--- src/rtl/pipe_hazard_ctrl.sv ---
// pipe_hazard_ctrl: hazard detection and forwarding control for the in-order pipeline.
// Keeps a shadow of in-flight instructions: slot 0 is EXE, slots 1..FWD_STAGES are the
// stages after it. The ID freeze and the EXE operand selects are derived from this shadow.
// Optional build macro HAZ_STALL_CNT_EN adds a saturating 32-bit count of frozen cycles.
module pipe_hazard_ctrl #(
   parameter  int REG_AW     = 4,
   parameter  int FWD_STAGES = 2,
   parameter  int LOAD_LAT   = 1,
   localparam int N          = FWD_STAGES + 1,
   localparam int SW         = $clog2(FWD_STAGES + 1)
) (
   input  logic              clk,
   input  logic              rst,
   input  logic              forward_en,
   input  logic              flush,
   input  logic              id_valid,
   input  logic [REG_AW-1:0] id_src1,
   input  logic [REG_AW-1:0] id_src2,
   input  logic              id_two_src,
   input  logic              id_wb_en,
   input  logic              id_mem_r_en,
   input  logic [REG_AW-1:0] id_dest,
   output logic              freeze,
   output logic [SW-1:0]     sel_src1,
   output logic [SW-1:0]     sel_src2,
   output logic [N-1:0]      slot_valid
`ifdef HAZ_STALL_CNT_EN
   ,
   output logic [31:0]       stall_count
`endif
);

   typedef struct packed {
      logic              valid;
      logic              wb_en;
      logic              mem_r_en;
      logic              two_src;
      logic [REG_AW-1:0] dest;
      logic [REG_AW-1:0] src1;
      logic [REG_AW-1:0] src2;
   } slot_t;

   slot_t       slots [N];
   slot_t       id_slot;
   logic [N-1:0] id_hit;
   logic        stall;
   logic        load_id;

   // Pack the ID decode fields into the shape of a slot.
   always_comb begin
      id_slot          = '0;
      id_slot.valid    = 1'b1;
      id_slot.wb_en    = id_wb_en;
      id_slot.mem_r_en = id_mem_r_en;
      id_slot.two_src  = id_two_src;
      id_slot.dest     = id_dest;
      id_slot.src1     = id_src1;
      id_slot.src2     = id_src2;
   end

   // Per-slot hit: does the ID instruction read the register this slot will write.
   always_comb begin
      id_hit = '0;
      for (int k = 0; k < N; k++) begin
         id_hit[k] = id_valid && slots[k].valid && slots[k].wb_en &&
                     ((id_src1 == slots[k].dest) ||
                      (id_two_src && (id_src2 == slots[k].dest)));
      end
   end

   // Freeze: any pending producer without forwarding (WB slot excluded since the
   // register file writes before it is read), or only a load still in its latency
   // window with forwarding. A flushed ID instruction never stalls.
   always_comb begin
      stall = 1'b0;
      for (int k = 0; k < N; k++) begin
         if (forward_en) begin
            if ((k < LOAD_LAT) && slots[k].mem_r_en && id_hit[k]) stall = 1'b1;
         end else begin
            if ((k < N - 1) && id_hit[k]) stall = 1'b1;
         end
      end
      freeze = stall && !flush;
   end

   assign load_id = id_valid && !freeze && !flush;

   // Shift the shadow one slot per cycle; slot 0 takes the ID instruction or a bubble.
   always_ff @(posedge clk or negedge rst) begin
      if (!rst) begin
         for (int k = 0; k < N; k++) slots[k] <= '0;
      end else begin
         slots[0] <= load_id ? id_slot : '0;
         for (int k = 1; k < N; k++) slots[k] <= slots[k-1];
      end
   end

   // Forwarding selects for EXE; scanning oldest to youngest lets the youngest producer win.
   always_comb begin
      sel_src1 = '0;
      sel_src2 = '0;
      if (forward_en && slots[0].valid) begin
         for (int k = N - 1; k >= 1; k--) begin
            if (slots[k].valid && slots[k].wb_en) begin
               if (slots[k].dest == slots[0].src1) sel_src1 = SW'(k);
               if (slots[0].two_src && (slots[k].dest == slots[0].src2)) sel_src2 = SW'(k);
            end
         end
      end
   end

   // Expose the per-slot valid bits, bit 0 = EXE.
   always_comb begin
      slot_valid = '0;
      for (int k = 0; k < N; k++) slot_valid[k] = slots[k].valid;
   end

`ifdef HAZ_STALL_CNT_EN
   // Count frozen cycles, holding at all-ones instead of wrapping.
   always_ff @(posedge clk or negedge rst) begin
      if (!rst)                              stall_count <= '0;
      else if (freeze && (stall_count != '1)) stall_count <= stall_count + 32'd1;
   end
`endif

endmodule
--- config.mk ---
export PLATFORM = sky130hd
export DESIGN_NAME = pipe_hazard_ctrl
export DESIGN_NICKNAME = d
export VERILOG_FILES = /design/src/rtl/pipe_hazard_ctrl.sv
export SDC_FILE = /design/constraint.sdc
export NUM_CORES = 1
export LEC_CHECK = 0
export ABC_AREA = 1
export CAP_MARGIN = 10
export CORE_MARGIN = 2
export CORE_UTILIZATION = 43
export CTS_BUF_LIST = sky130_fd_sc_hd__clkbuf_4 sky130_fd_sc_hd__clkbuf_8 sky130_fd_sc_hd__clkbuf_16
export DETAILED_ROUTE_END_ITERATION = 16
export PLACE_DENSITY = 0.75
export SYNTH_ARGS = -nofsm -noshare
export SYNTH_HDL_FRONTEND = slang
export SYNTH_SLANG_ARGS = --single-unit
--- constraint.sdc ---
create_clock -name clk -period 2 [get_ports clk]
set_input_delay 0.5 -clock clk [delete_from_list [all_inputs] [get_ports clk]]
set_output_delay 0.5 -clock clk [all_outputs]
set_load 0.03 [all_outputs]
=== Yosys cells after proc, flatten, opt, wreduce, memory -nomap -nowiden ===
Index checks and enable logic that the tools add are counted.

* Equal/unequal tests: 8
* Muxes and demuxes: 16
* Reductions and logical operators: 21

{| class="wikitable"
|+ Operators by type and width
! cell !! number
|-
| 4-bit equality test || 8
|-
| 2-bit 2-to-1 mux || 10
|-
| 1-bit logical AND || 17
|-
| 16-bit 2-to-1 mux || 1
|-
| 1-bit 2-to-1 mux || 5
|-
| 1-bit logical NOT || 2
|-
| 1-bit logical OR || 2
|}

* Register bits after elaboration: 28
* Input port bits: 20
* Output and inout bits: 8
* Logic and storage cells: 58

=== Depth between registers and ports, before layout ===
* Depth after elaboration: 14
* Depth in mapped cells: 10
* Depth with buffers taken out: 9

=== Worst setup path after synthesis ===
Ideal clock, no wire load.

* Path type: input to output
* Start point: in id_src2[0]
* End point: out freeze
* Arrival: 1446 ps
* Setup slack: 54 ps
* Stages: 7
* Path buffers: 0
* Path through: inv_1 o21ai_0 nor2_1 nand3_1 nand2_1 nand2_1 a21oi_1

* Longest elaborated chain between the ends: 10
* Elaborated cells on any way between the ends: 15
* Classes of those cells: eq/ne: 2; mux: 5; reduce/logical: 8

{| class="wikitable"
|+ RTL lines
! item !! RTL line !! text
|-
| start, declared || 18 || <nowiki>input logic [REG_AW-1:0] id_src2,</nowiki>
|-
| 4-bit equality test || 67 || <nowiki>(id_two_src && (id_src2 == slots[k].dest)));</nowiki>
|-
| 1-bit logical AND || 67 ||
|-
| 1-bit logical OR || 66 || <nowiki>((id_src1 == slots[k].dest) ||</nowiki>
|-
| 1-bit logical AND || 65 || <nowiki>id_hit[k] = id_valid && slots[k].valid && slots[k].wb_en &&</nowiki>
|-
| 1-bit logical AND || 78 || <nowiki>if ((k < LOAD_LAT) && slots[k].mem_r_en && id_hit[k]) stall = 1'b1;</nowiki>
|-
| 1-bit 2-to-1 mux || 78 ||
|-
| 1-bit 2-to-1 mux || 77 || <nowiki>if (forward_en) begin</nowiki>
|-
| 1-bit 2-to-1 mux || 80 || <nowiki>if ((k < N - 1) && id_hit[k]) stall = 1'b1;</nowiki>
|-
| 1-bit 2-to-1 mux (*) || 77 ||
|-
| 1-bit logical AND (*) || 83 || <nowiki>freeze = stall && !flush;</nowiki>
|-
| end, declared || 23 || <nowiki>output logic freeze,</nowiki>
|}

Mark *: on every way between the ends. The rest lies on a longest branch, timed or not.

=== Worst setup path after layout ===
* Start point: reg slots[24] (netlist name)
* End point: out sel_src1[0]

* Longest elaborated chain between the ends: 4

{| class="wikitable"
|+ RTL lines
! item !! RTL line !! text
|-
| start, declared || 43 || <nowiki>slot_t slots [N];</nowiki>
|-
| 4-bit equality test || 105 || <nowiki>if (slots[k].dest == slots[0].src1) sel_src1 = SW'(k);</nowiki>
|-
| 2-bit 2-to-1 mux || 105 ||
|-
| 2-bit 2-to-1 mux || 104 || <nowiki>if (slots[k].valid && slots[k].wb_en) begin</nowiki>
|-
| 2-bit 2-to-1 mux || 102 || <nowiki>if (forward_en && slots[0].valid) begin</nowiki>
|-
| end, declared || 24 || <nowiki>output logic [SW-1:0] sel_src1,</nowiki>
|}

No other way between the ends.

==> flow_summary.toml <==
[layout]
drive_above_1_share_pct = 25.5
final_common_cell = "nand2_1"
instances_no_fill = 244
nNetsFinal = 221
area_growth_pct = 31.1
layout_common_cells = "nand2_1 (29), dfrtp_1 (24), inv_1 (21)"
antenna_cells = 0
fillers = 266

[setup_path]
crit_path_end_kind = "output pin"
crit_fanout = 6
reg2regPathDepth = 9
cpPeakStageDelay_ps = 490
worstSetupPathType = "reg -> out"
r2r_end = "slots[34]$_DFF_PN0_"
cp_slowest_cell = "dfrtp_2"
worst-path-buf-inv = 1
cp_cell_sequence = "xor2_1, nor4_2, nor2b_1, buf_4"
path_delay_family = "flip-flops"
startpoint_type = "flip-flop"
worstPathRequired_ps = 1500
r2r_start = "slots[25]$_DFF_PN0_"
critical_path_arrival_ps = 1610
r2r_setup_slack_ps = 440

[global_route]
grt_usage_pct = 16.9
grt_antenna_before_repair = 0
grt_pass1_wl_um = 4610
grt_max_degree = 29
gr-total-overflow = 0
grt_pass1_vias = 1107

[route]
firstDrtPassIters = 4
avgViaCountPerCell = 4.50
wl_per_cell_um = 10.7
met1Wirelength_um = 1050
wl_met3_um = 71
dr_wl_met2_um = 1430
wl_um = 2620
top_layer = "met4"
ant_nets = 0
drt_iter0_drc = 18
num_vias = 1097
drt_drc_violations_left = 0

[synthesis]
ys_ff_latch = 28
synth_top_area_share_pct = 49.8
synthCells = 161
yosysWarnings = 0
syn_nets = 181
yosysUniqueCellTypes = 23
synthTopCellsByArea = "dfrtp_1 (50%), nand2_1 (8.3%), xor2_1 (8.1%)"
yosysSeqAreaShare_pct = 49.8
syn_area_um2 = 1410
avgSynthCellArea_um2 = 8.74
synth_area_leader_cell = "dfrtp_1"

[outcome]
violations = "setup timing"
outcome = "complete, but fails checks"

[sta]
hold_ws_ps = 393
tightestPinTransition_ps = 348
timing.fmax_mhz = 474
hold_viol = 0
finalSetupTns_ps = -318
worst_slack_ps = -109
period_needed_ps = 2110
skew_ps = 1.10
final-setup-viol-count = 5
relSlewSlack_pct = 76.8
fin_crit_sh_pct = 105
rsz0062_at_grt = "true"
slew_violations = 0

[place]
placedCellCount = 238
dp_hpwl_um = 2060
numPortBuffers = 27
gp_congestion = 0.789

[floorplan]
start_util_pct = 45.7
num_io_pins = 28
die_h_um = 61.2
num_rows = 20
die-area_um2 = 3750
die_w_um = 61.2
core_area_um2 = 3080

[pwr]
p_leak_nw = 0.965
power.total_mw = 1.05
ir_drop_mv = 0.475
p_per_area_nw_per_um2 = 567

[hold_path]
hold_end = "slots[14]$_DFF_PN0_"
hold_path.startpoint = "slots[30]$_DFF_PN0_"
hold_depth = 0
hp-class = "reg -> reg"

[clock_tree]
cts_buffers = 3
path_clk_slew_ps = 130
tritoncts = "done"
htree_levels = 1
clockBufferDepth = 2
clock_latency_ps = 320
clockRootBuffer = "clkbuf_4"
clock_sinks = 28

[flow_run]
drv_cap = 0
[sequential cells by signal (all words and copies together), names as in the netlist]
register,flops
slots,25
slot_valid,3
[layout make-up]
type | instances | area, µm² | area share (%)
Multi-Input combinational cell | 103 | 609 | 33.0
Sequential cell | 28 | 706 | 38.2
Inverter | 26 | 97.6 | 5.29
Clock buffer | 4 | 36.3 | 1.97
Timing Repair Buffer | 39 | 342 | 18.5
Tap cell | 44 | 55.1 | 2.98
[how the worst max path moves through the flow]
stage / start / end / slack, ps / cells after the start
global placement: id_src2[1] / freeze / -350 / 10
detailed placement: id_src2[1] / freeze / -370 / 10
CTS: slots[26]$_DFF_PN0_ / sel_src1[0] / -190 / 6
global route: slots[26]$_DFF_PN0_ / sel_src1[0] / -220 / 6
finish: slots[24]$_DFF_PN0_ / sel_src1[0] / -110 / 4
floorplan: id_src2[0] / freeze / 50 / 7
[metal layers]
layer	up-vias	GRT usage, %
met3	8	2.52
met1	509	19.8
met4	0	7.76
li1	558	-
met5	-	0
met2	22	30.4
[logic make-up (layout without fill, tap and decap cells)]
| kind of cell | Yosys count | in the layout | synth area share [%] |
|---|---|---|---|
| flops | 28 | 28 | 49.8 |
| xor+xnor | 21 | 21 | 13.1 |
| compound gates | 5 | 5 | 1.87 |
| buf+inv | 30 | 69 | 9.60 |
| simple gates | 77 | 77 | 25.7 |
[synth_stat cells, drive strengths merged]
cell type	count
a31oi	1
nor2	29
xor2	13
dfrtp	28
nand3	6
a21oi	2
inv	26
nand4	3
nand2	32
nor2b	1
o21ai	2
nor3b	1
nor4	1
xnor2	8
or2	1
nor3	3
buf	4
[through the flow]
step                      setup WS (ps)  cell area (µm²)  utilization (%)
after floorplan                    54.4             1410                -
after global placement             -352             1760             57.1
after detailed placement           -369             1760             57.1
after CTS                          -187             1840             59.7
after global routing               -219             1850             60.0
final                              -109             1850             60.0
[timing repair]
| item | CTS | global route |
|---|---|---|
| hold buffers | 0 | 0 |
| gates cloned | 0 | 0 |
| setup endpoints to repair | 5 | 6 |
| gates resized for setup | 24 | 5 |
| pin swaps | 6 | 4 |
| buffers inserted | 2 | 0 |
[power by group]
part | leakage [nW] | switching, mW | internal [mW] | total [mW]
Combinational | 0.575 | 0.0893 | 0.0828 | 0.172
Clock | 0.0210 | 0.154 | 0.111 | 0.265
Sequential | 0.369 | 0.0211 | 0.589 | 0.610
Total | 0.965 | 0.264 | 0.783 | 1.05
Note: power is estimated with default switching activity, not from simulation.
